$ cat src/rtl/tracker_pkg.sv
// Shared types and constants for the chroma blob tracker: threshold record,
// cfg_field encodings, reset-default windows and bbox field layout.
package tracker_pkg;

    // One colour window; Y bounds unsigned, Cb/Cr bounds two's complement.
    typedef struct packed {
        logic [7:0] y_min;
        logic [7:0] y_max;
        logic [7:0] cb_min;
        logic [7:0] cb_max;
        logic [7:0] cr_min;
        logic [7:0] cr_max;
    } thr_t;

    localparam logic [2:0] FIELD_Y_MIN  = 3'd0;
    localparam logic [2:0] FIELD_Y_MAX  = 3'd1;
    localparam logic [2:0] FIELD_CB_MIN = 3'd2;
    localparam logic [2:0] FIELD_CB_MAX = 3'd3;
    localparam logic [2:0] FIELD_CR_MIN = 3'd4;
    localparam logic [2:0] FIELD_CR_MAX = 3'd5;

    // Class 0 defaults to green: Y 0..255, Cb -110..-85, Cr -120..-40.
    localparam thr_t THR_GREEN = '{
        y_min: 8'h00, y_max: 8'hFF,
        cb_min: 8'h92, cb_max: 8'hAB,
        cr_min: 8'h88, cr_max: 8'hD8
    };

    // Other classes default to inverted windows, which match nothing.
    localparam thr_t THR_DISABLED = '{
        y_min: 8'hFF, y_max: 8'h00,
        cb_min: 8'h7F, cb_max: 8'h80,
        cr_min: 8'h7F, cr_max: 8'h80
    };

    localparam int unsigned COORD_W       = 10;
    localparam int unsigned BBOX_W        = 40;
    localparam int unsigned BBOX_XMIN_OFF = 30;
    localparam int unsigned BBOX_XMAX_OFF = 20;
    localparam int unsigned BBOX_YMIN_OFF = 10;
    localparam int unsigned BBOX_YMAX_OFF = 0;

    function automatic thr_t default_thr(input int unsigned k);
        return (k == 0) ? THR_GREEN : THR_DISABLED;
    endfunction

    // Replace one field of a window; unknown field codes leave it untouched.
    function automatic thr_t write_field(input thr_t t, input logic [2:0] f,
                                         input logic [7:0] d);
        thr_t r;
        r = t;
        case (f)
            FIELD_Y_MIN:  r.y_min  = d;
            FIELD_Y_MAX:  r.y_max  = d;
            FIELD_CB_MIN: r.cb_min = d;
            FIELD_CB_MAX: r.cb_max = d;
            FIELD_CR_MIN: r.cr_min = d;
            FIELD_CR_MAX: r.cr_max = d;
            default:      r = t;
        endcase
        return r;
    endfunction

endpackage

$ cat src/rtl/chroma_window_cmp.sv
// Combinational inclusive window compare over Y (unsigned) and Cb/Cr (signed).
module chroma_window_cmp
    import tracker_pkg::*;
(
    input  logic [7:0] Y,
    input  logic [7:0] Cb,
    input  logic [7:0] Cr,
    input  thr_t       thr,
    output logic       hit
);

    logic y_ok;
    logic cb_ok;
    logic cr_ok;

    // An inverted window (min > max) fails one of the two bounds for every value.
    always_comb begin
        y_ok  = (Y >= thr.y_min) && (Y <= thr.y_max);
        cb_ok = ($signed(Cb) >= $signed(thr.cb_min)) && ($signed(Cb) <= $signed(thr.cb_max));
        cr_ok = ($signed(Cr) >= $signed(thr.cr_min)) && ($signed(Cr) <= $signed(thr.cr_max));
        hit   = y_ok && cb_ok && cr_ok;
    end

endmodule

$ cat src/rtl/chroma_blob_tracker.sv
// Per-pixel colour classification with highlight, plus per-frame pixel count
// and bounding box per class, published at each start of frame.
module chroma_blob_tracker
    import tracker_pkg::*;
#(
    parameter int unsigned NUM_CLASSES = 2,
    parameter int unsigned CNT_W       = 20,
    parameter int unsigned MIN_COUNT   = 64
) (
    input  logic                         PCLK,
    input  logic                         reset_n,
    input  logic                         e_pix,
    input  logic                         sof,
    input  logic [7:0]                   Y,
    input  logic [7:0]                   Cb,
    input  logic [7:0]                   Cr,
    input  logic [9:0]                   x,
    input  logic [9:0]                   y,
    input  logic                         cfg_we,
    input  logic [2:0]                   cfg_class,
    input  logic [2:0]                   cfg_field,
    input  logic [7:0]                   cfg_data,
    output logic                         pix_valid,
    output logic [NUM_CLASSES-1:0]       class_hit,
    output logic [7:0]                   Y_out,
    output logic                         res_valid,
    output logic [NUM_CLASSES-1:0]       found,
    output logic [NUM_CLASSES*CNT_W-1:0] count,
    output logic [NUM_CLASSES*40-1:0]    bbox
);

    localparam logic [CNT_W-1:0]   CNT_MAX   = '1;
    localparam logic [CNT_W-1:0]   CNT_ONE   = 1;
    localparam logic [COORD_W-1:0] COORD_MAX = '1;

    thr_t shadow_q [NUM_CLASSES];
    thr_t active_q [NUM_CLASSES];
    thr_t thr_sel  [NUM_CLASSES];
    logic [NUM_CLASSES-1:0] match;

    logic         s1_sof_q;
    logic [9:0]   s1_x_q;
    logic [9:0]   s1_y_q;

    logic [CNT_W-1:0]   acc_cnt_q  [NUM_CLASSES];
    logic [CNT_W-1:0]   acc_cnt_d  [NUM_CLASSES];
    logic [COORD_W-1:0] acc_xmin_q [NUM_CLASSES];
    logic [COORD_W-1:0] acc_xmin_d [NUM_CLASSES];
    logic [COORD_W-1:0] acc_xmax_q [NUM_CLASSES];
    logic [COORD_W-1:0] acc_xmax_d [NUM_CLASSES];
    logic [COORD_W-1:0] acc_ymin_q [NUM_CLASSES];
    logic [COORD_W-1:0] acc_ymin_d [NUM_CLASSES];
    logic [COORD_W-1:0] acc_ymax_q [NUM_CLASSES];
    logic [COORD_W-1:0] acc_ymax_d [NUM_CLASSES];

    // The sof pixel is classified against the shadow set it is about to activate.
    for (genvar k = 0; k < NUM_CLASSES; k++) begin : g_cls
        assign thr_sel[k] = sof ? shadow_q[k] : active_q[k];

        chroma_window_cmp u_cmp (
            .Y   (Y),
            .Cb  (Cb),
            .Cr  (Cr),
            .thr (thr_sel[k]),
            .hit (match[k])
        );
    end

    // Shadow capture from cfg writes; shadow-to-active transfer on sof.
    always_ff @(posedge PCLK or negedge reset_n) begin
        if (!reset_n) begin
            for (int k = 0; k < NUM_CLASSES; k++) begin
                shadow_q[k] <= default_thr(k);
                active_q[k] <= default_thr(k);
            end
        end else begin
            for (int k = 0; k < NUM_CLASSES; k++) begin
                // Old shadow value is transferred; a coincident write waits a frame.
                if (sof) begin
                    active_q[k] <= shadow_q[k];
                end
                if (cfg_we && (cfg_class == 3'(k))) begin
                    shadow_q[k] <= write_field(shadow_q[k], cfg_field, cfg_data);
                end
            end
        end
    end

    // Stage 1: register pixel classification, highlight and carried sof/coords.
    always_ff @(posedge PCLK or negedge reset_n) begin
        if (!reset_n) begin
            pix_valid <= 1'b0;
            class_hit <= '0;
            Y_out     <= 8'h00;
            s1_sof_q  <= 1'b0;
            s1_x_q    <= '0;
            s1_y_q    <= '0;
        end else begin
            pix_valid <= e_pix;
            class_hit <= e_pix ? match : '0;
            if (e_pix) begin
                Y_out <= (|match) ? {2'b11, Y[7:2]} : Y;
            end
            s1_sof_q <= sof;
            s1_x_q   <= x;
            s1_y_q   <= y;
        end
    end

    // Stage 2 next state: restart on sof, then fold in the stage-1 hits.
    always_comb begin
        for (int k = 0; k < NUM_CLASSES; k++) begin
            if (s1_sof_q) begin
                acc_cnt_d[k]  = '0;
                acc_xmin_d[k] = COORD_MAX;
                acc_xmax_d[k] = '0;
                acc_ymin_d[k] = COORD_MAX;
                acc_ymax_d[k] = '0;
            end else begin
                acc_cnt_d[k]  = acc_cnt_q[k];
                acc_xmin_d[k] = acc_xmin_q[k];
                acc_xmax_d[k] = acc_xmax_q[k];
                acc_ymin_d[k] = acc_ymin_q[k];
                acc_ymax_d[k] = acc_ymax_q[k];
            end
            if (class_hit[k]) begin
                if (acc_cnt_d[k] != CNT_MAX) begin
                    acc_cnt_d[k] = acc_cnt_d[k] + CNT_ONE;
                end
                if (s1_x_q < acc_xmin_d[k]) acc_xmin_d[k] = s1_x_q;
                if (s1_x_q > acc_xmax_d[k]) acc_xmax_d[k] = s1_x_q;
                if (s1_y_q < acc_ymin_d[k]) acc_ymin_d[k] = s1_y_q;
                if (s1_y_q > acc_ymax_d[k]) acc_ymax_d[k] = s1_y_q;
            end
        end
    end

    // Stage 2 accumulator registers.
    always_ff @(posedge PCLK or negedge reset_n) begin
        if (!reset_n) begin
            for (int k = 0; k < NUM_CLASSES; k++) begin
                acc_cnt_q[k]  <= '0;
                acc_xmin_q[k] <= COORD_MAX;
                acc_xmax_q[k] <= '0;
                acc_ymin_q[k] <= COORD_MAX;
                acc_ymax_q[k] <= '0;
            end
        end else begin
            for (int k = 0; k < NUM_CLASSES; k++) begin
                acc_cnt_q[k]  <= acc_cnt_d[k];
                acc_xmin_q[k] <= acc_xmin_d[k];
                acc_xmax_q[k] <= acc_xmax_d[k];
                acc_ymin_q[k] <= acc_ymin_d[k];
                acc_ymax_q[k] <= acc_ymax_d[k];
            end
        end
    end

    // Frame close: publish the closing frame's totals when sof reaches stage 2.
    always_ff @(posedge PCLK or negedge reset_n) begin
        if (!reset_n) begin
            res_valid <= 1'b0;
            found     <= '0;
            count     <= '0;
            bbox      <= '0;
        end else begin
            res_valid <= s1_sof_q;
            if (s1_sof_q) begin
                for (int k = 0; k < NUM_CLASSES; k++) begin
                    count[k*CNT_W +: CNT_W] <= acc_cnt_q[k];
                    found[k] <= (32'(acc_cnt_q[k]) >= MIN_COUNT);
                    if (acc_cnt_q[k] == '0) begin
                        bbox[k*BBOX_W +: BBOX_W] <= '0;
                    end else begin
                        bbox[k*BBOX_W + BBOX_XMIN_OFF +: COORD_W] <= acc_xmin_q[k];
                        bbox[k*BBOX_W + BBOX_XMAX_OFF +: COORD_W] <= acc_xmax_q[k];
                        bbox[k*BBOX_W + BBOX_YMIN_OFF +: COORD_W] <= acc_ymin_q[k];
                        bbox[k*BBOX_W + BBOX_YMAX_OFF +: COORD_W] <= acc_ymax_q[k];
                    end
                end
            end
        end
    end

endmodule

$ cat config.mk
export PLATFORM = sky130hd
export DESIGN_NAME = chroma_blob_tracker
export DESIGN_NICKNAME = d
export VERILOG_FILES = /design/src/rtl/tracker_pkg.sv /design/src/rtl/chroma_window_cmp.sv /design/src/rtl/chroma_blob_tracker.sv
export SDC_FILE = /design/constraint.sdc
export NUM_CORES = 1
export LEC_CHECK = 0
export ABC_AREA = 1
export BUFFER_PORTS_ARGS = -buffer_cell sky130_fd_sc_hd__buf_2
export CORE_AREA = 5 5 235 237
export DETAILED_ROUTE_END_ITERATION = 10
export DIE_AREA = 0 0 240 242
export GPL_ROUTABILITY_DRIVEN = 0
export SYNTH_ARGS = -nofsm -noshare
export SYNTH_HDL_FRONTEND = slang
export SYNTH_SLANG_ARGS = --single-unit
$ cat constraint.sdc
create_clock -name PCLK -period 6.6 [get_ports PCLK]
set_input_delay 0.33 -clock PCLK [delete_from_list [all_inputs] [get_ports PCLK]]
set_output_delay 0.33 -clock PCLK [all_outputs]
set_load 0.02 [all_outputs]
**Word-level counts from Yosys, hierarchy flattened**

Index checks and enable logic that the tools add are counted.

- RAM bits: 0
- Memories kept: 0
- Bits of input ports: 63
- Bits in read-only memories: 0
- Bits in latches: 0
- Output and inout bits: 134
- Register bits after elaboration: 467
- Word-level logic and storage cells: 141

- Eq/ne operators: 8
- Shifts and indexed selects: 0
- Magnitude comparators: 22
- Add/sub/neg operators: 2
- Multiplexer cells: 36
- Multipliers: 0
- Reductions and logical operators: 29
- Div/mod/pow operators: 0
- Bitwise gates (word level): 0

Operator list:

| cell | number |
|---|---|
| two-way mux 10 bit | 24 |
| two-way mux 20 bit | 6 |
| two-way mux 48 bit | 2 |
| two-way mux 40 bit | 2 |
| >= comparator 8 bit | 6 |
| <= comparator 8 bit | 6 |
| adder 20 x 1 -> 20 bit (second input constant) | 2 |
| >= comparator 20 x 7 -> 1 bit (second input constant) | 2 |
| > comparator 10 bit | 4 |
| zero test 20 bit | 2 |
| < comparator 10 bit | 4 |
| inequality test 20 bit (second input constant) | 2 |
| AND reduction 2 bit | 12 |
| logical AND 1 bit | 12 |
| two-way mux 8 bit | 1 |
| == test 3 x 1 -> 1 bit (second input constant) | 2 |
| == test 3 x 2 -> 1 bit (second input constant) | 2 |
| == test 3 bit (second input constant) | 2 |
| zero test 3 bit | 2 |
| two-way mux 2 bit | 1 |
| OR reduction 2 bit | 1 |

**Longest topological paths before layout**

- Depth after elaboration: 7
- Gate-level depth with buffers: 22
- Depth with buffers taken out: 19

**By module**

From an unflattened synthesis, not the netlist that was laid out.

- Cell total of the unflattened synthesis: 3068
- Area total of the unflattened synthesis: 24419.7 µm²

By module, submodules not included:

| module | area each (µm²) | cells an instance | seq. area each (µm²) | times used |
|---|---|---|---|---|
| chroma_blob_tracker | 21714.6 | 2616 | 11851.4 | 1 |
| chroma_window_cmp | 1352.5 | 226 | 0.0 | 2 |

**Worst setup path before layout**

Ideal clock, no wire load.

- Path type: input to register
- From: input sof
- To: register Y_out[0]
- Data arrival time: 2.675 ns
- Path slack: 3.807 ns
- Buffers on the path: 3
- Setup time: 0.118 ns
- Stages: 17
- Required time: 6.482 ns
- Cells stage by stage: clkbuf_1 > clkbuf_1 > clkbuf_1 > nand2_1 > o21ai_0 > ha_1 > a21o_1 > nor2_1 > nand3_1 > nand3_1 > nand2_1 > nor2_1 > nand2_1 > nand2_1 > nand2_1 > nand3_1 > nand2_1

- Longest elaborated chain between the ends: 7
- Elaborated cells on any way between the ends: 26
- Classes of those cells: order compare (12); mux (3); reduce/logical (11)

RTL lines:

| element | line | source |
|---|---|---|
| from (decl) | chroma_blob_tracker.sv:13 | `input logic sof,` |
| two-way mux 48 bit | -- |  |
| >= comparator 8 bit (tied with other cells) | chroma_window_cmp.sv:18 | `y_ok = (Y >= thr.y_min) && (Y <= thr.y_max);` |
| logical AND 1 bit, on equally long branches | chroma_window_cmp.sv:18, chroma_window_cmp.sv:19 |  |
| logical AND 1 bit (2 in series) | chroma_window_cmp.sv:21 | `hit = y_ok && cb_ok && cr_ok;` |
| OR reduction 2 bit * | chroma_blob_tracker.sv:102 | `Y_out <= (\|match) ? {2'b11, Y[7:2]} : Y;` |
| two-way mux 8 bit * | chroma_blob_tracker.sv:102 |  |
| to (signal assigned) | chroma_blob_tracker.sv:102 |  |
| to (decl) | chroma_blob_tracker.sv:25 | `output logic [7:0] Y_out,` |

Every way passes the cells marked *; elsewhere a longest branch is shown, timed or not.
A chain may end at the register's enable or synchronous reset.

==> flow_summary_export.csv <==
group,metric,value,unit
outcome,outcome,"finished clean",
synth,synth_area,23500,um^2
cells_and_area,drive_gt1_share,16.8,%
setup_path,crit_fanout,83,
cells_and_area,layoutNonFillerInstCount,3656,
setup_path,ff2ff_setup_slack,2.28,ns
min_path,holdPathStages,3,
place,io_buffer_count,196,
detailed_routing,via_count,18600,
clock_network,cts_tree,"done",
cells_and_area,layout_commonest_cell,"nand2_1",
cells_and_area,diodes,0,
setup_path,reg2reg_from,"s1_sof_q",
setup_path,cpPeakStageDelay,0.89,ns
timing,relSlewSlack,26.6,%
synth,yosysUniqueCellTypes,44,
timing,slew_violations,0,
timing,finalSetupTns,0,ns
setup_path,worst_setup_path_start_kind,"register",
timing,period_share,65.5,%
clock_network,clk_pin_slew,0.06,ns
setup_path,cp_common_cell,"o21ai_0",
synth,synth_top_flop_cell,"dfrtp_1",
floorplan,die_w,240,um
power,power_density,274,nW/um^2
floorplan,ioPinCount,197,
cells_and_area,layout.nets,3153,
synth,synthesis.nets,2987,
synth,synth_async_sr_flop_share,100,%
synth,synth_top_area_cell,"dfrtp_1",
synth,yosys_warnings,0,
floorplan,die-area,58100,um^2
power,ir_drop,0.248,mV
min_path,min_from,"cfg_data[2]",
min_path,worstHoldEndpoint,"shadow_q[26]",
clock_network,cts_buffer_depth,3,
setup_path,setup.worst_path.start,"s1_sof_q",
clock_network,cts_setup_buffers,0,
setup_path,crit_path_top_delay_cell,"dfrtp_4",
job,drv_cap,0,
floorplan,core-area,53100,um^2
cells_and_area,multi_input_area,9930,um^2
power,p_leak,0.0136,uW
clock_network,cts-htree-levels,2,
detailed_routing,wl_per_cell,15.9,um
clock_network,clk_latency,0.60,ns
timing,rsz0062_at_grt,"no",
clock_network,cts-root-buf,"clkbuf_16",
setup_path,setup.worst_path.class,"register to register",
timing,setup_viol,0,
setup_path,r2r-end,"acc_ymin_q[11]",
detailed_routing,drt-total-wl,58300,um
setup_path,crit_chain,"buf_4, buf_4, nor2_1, ha_1, a21oi_1, o21ai_0, nand2_1, nand3_1, o21ai_0, o21ai_0, nand2_1, o21ai_0",
timing,clock-skew-final,0.0223,ns
grt,grt_first_pass_wirelength,95200,um
synth,synth.top_cell.area_share,35.6,%
detailed_routing,drt_pass1_iterations,5,
detailed_routing,post-route-drc-count,0,
grt,grt_pass1_vias,18400,
floorplan,row_count,85,
synth,syn_area_per_cell,8.56,um^2
power,power.total,7440,uW
detailed_routing,viasPerCell,5.08,
timing,tightest_slew,1.10,ns
floorplan,start_util,44.4,%
min_path,hold_class,"primary input to register",
place,dpl.cell_count,3535,
setup_path,required,7.09,ns
synth,synth_edf_count,0,
grt,grt_start_max_net_pins,182,
grt,grt-ovfl-total,0,
setup_path,cp.arrival,4.81,ns
cells_and_area,synthToLayoutAreaGrowth,15.4,%
detailed_routing,drtIter0Drc,919,
setup_path,crit_path_end_kind,"register",
floorplan,die_h,242,um
cells_and_area,seqCellArea,11900,um^2
setup_path,reg2regPathDepth,12,
synth,syn_inst,2750,
synth,yosys-top-cells-area,"dfrtp_1, dfstp_2, nand2_1",
timing,hold_viol,0,
timing,fmaxAchievable,231,MHz
clock_network,numCtsBuffers,53,
cells_and_area,fillers,4956,
place,dp_hpwl,39200,um
timing,layout_min_cycle_time,4.32,ns
grt,grtUsageTotal,19.8,%
grt,antenna_found_initial,1,
detailed_routing,ant_nets,0,
synth,yosysSeqAreaShare,50.3,%
cells_and_area,layout_common_cells,"nand2_1, o21ai_0, dfrtp_1",
clock_network,cts.sinks,467,
synth,synth_seq_cells,467,
synth_stat cells, types with 2 or more instances:
master       n
nand3_2      4
o21bai_1     2
o211ai_1     4
inv_1      330
xor2_1      24
a21o_1       3
dfstp_2    132
nand2_4      6
buf_6        3
o21a_1      11
o21ai_1      6
a21oi_1     98
buf_1        5
nand2_2     13
o21ai_0    374
o2111ai_1    3
ha_1       174
buf_2        8
o22ai_1      2
nand2_1    672
nand4_1     28
clkbuf_1   103
nand3b_1     2
nor2_4      15
nor4_2       2
dfrtp_1    335
mux2_2       2
inv_2        6
nor3b_1      2
xnor2_1     14
nor4_1      14
nor2_1     181
nand3_1    145
nor3_1       7
nor3_2       2
nor2_2      10
how the worst max path moves through the flow:
stage | cells past startpoint | end
after global placement | 12 | acc_ymin_q[16]
after CTS | 12 | acc_ymin_q[11]
after global routing | 12 | acc_ymin_q[10]
final | 12 | acc_ymin_q[11]
after floorplan | 17 | Y_out[0]
after detailed placement | 12 | acc_ymin_q[11]
logic make-up (layout without fill, tap and decap cells):
family,count (synthesis),count (layout),share of synthesized area [%]
xor+xnor,38,38,1.41
compound gates,506,506,11.1
buf+inv,457,667,7.50
mux,2,2,0.0957
fa+ha+maj,174,174,9.25
flops,467,467,50.3
simple gates,1106,1106,20.3
what timing repair did:
action                                 4_1_cts  5_1_grt
hold buffers                                22        0
resized for setup                            0        0
endpoints found under the hold margin       89        0
metrics by stage:
stage / hold WS (ns) / utilization (%) / area [um^2] / setup slack [ns]
finish: 0.149 / 51.2 / 27200 / 2.28
global route: 0.150 / 51.2 / 27200 / 1.90
CTS: 0.114 / 51.2 / 27200 / 2.33
detailed placement: 0.439 / 47.2 / 25000 / 2.36
global placement: 0.438 / 47.2 / 25000 / 2.53
floorplan: 0.0344 / - / 23500 / 3.81
worst max-delay path, delay by kind of cell (launching register included):
family | cells | cell delay, ns
fa+ha+maj | 1 | 0.33
compound gates | 5 | 0.68
flops | 1 | 0.89
buf+inv | 2 | 1.49
simple gates | 4 | 0.76
state kept, by name, summed over array words and instances (netlist names):
name	flops
Y_out	8
acc_cnt_q	40
acc_xmax_q	20
acc_xmin_q	20
acc_ymax_q	20
acc_ymin_q	20
active_q	96
bbox	80
class_hit	2
count	40
found	2
pix_valid	1
res_valid	1
s1_sof_q	1
s1_x_q	10
s1_y_q	10
shadow_q	96
final cells by class:
| type | count | share of cell area, % |
|---|---|---|
| clock buffer | 74 | 5.61 |
| clock inverter | 25 | 1.43 |
| inverter | 337 | 4.68 |
| multi-input combinational | 1826 | 36.5 |
| sequential | 467 | 43.6 |
| tap | 696 | 3.20 |
| timing repair buffer | 231 | 4.92 |
per-layer routing:
metal	up-vias	wire [um]	track usage (%)
li1	9222	-	-
met1	8839	26400	27.2
met2	395	27400	32.4
met3	101	3110	3.38
met4	2	1430	5.77
met5	-	7	0
power by group:
part / switching, uW / leakage, uW / internal (uW)
Clock: 1220 / 0.000940 / 1970
Sequential: 105 / 0.00565 / 3210
Combinational: 620 / 0.00706 / 317
Power figures use the tool's default switching activity.
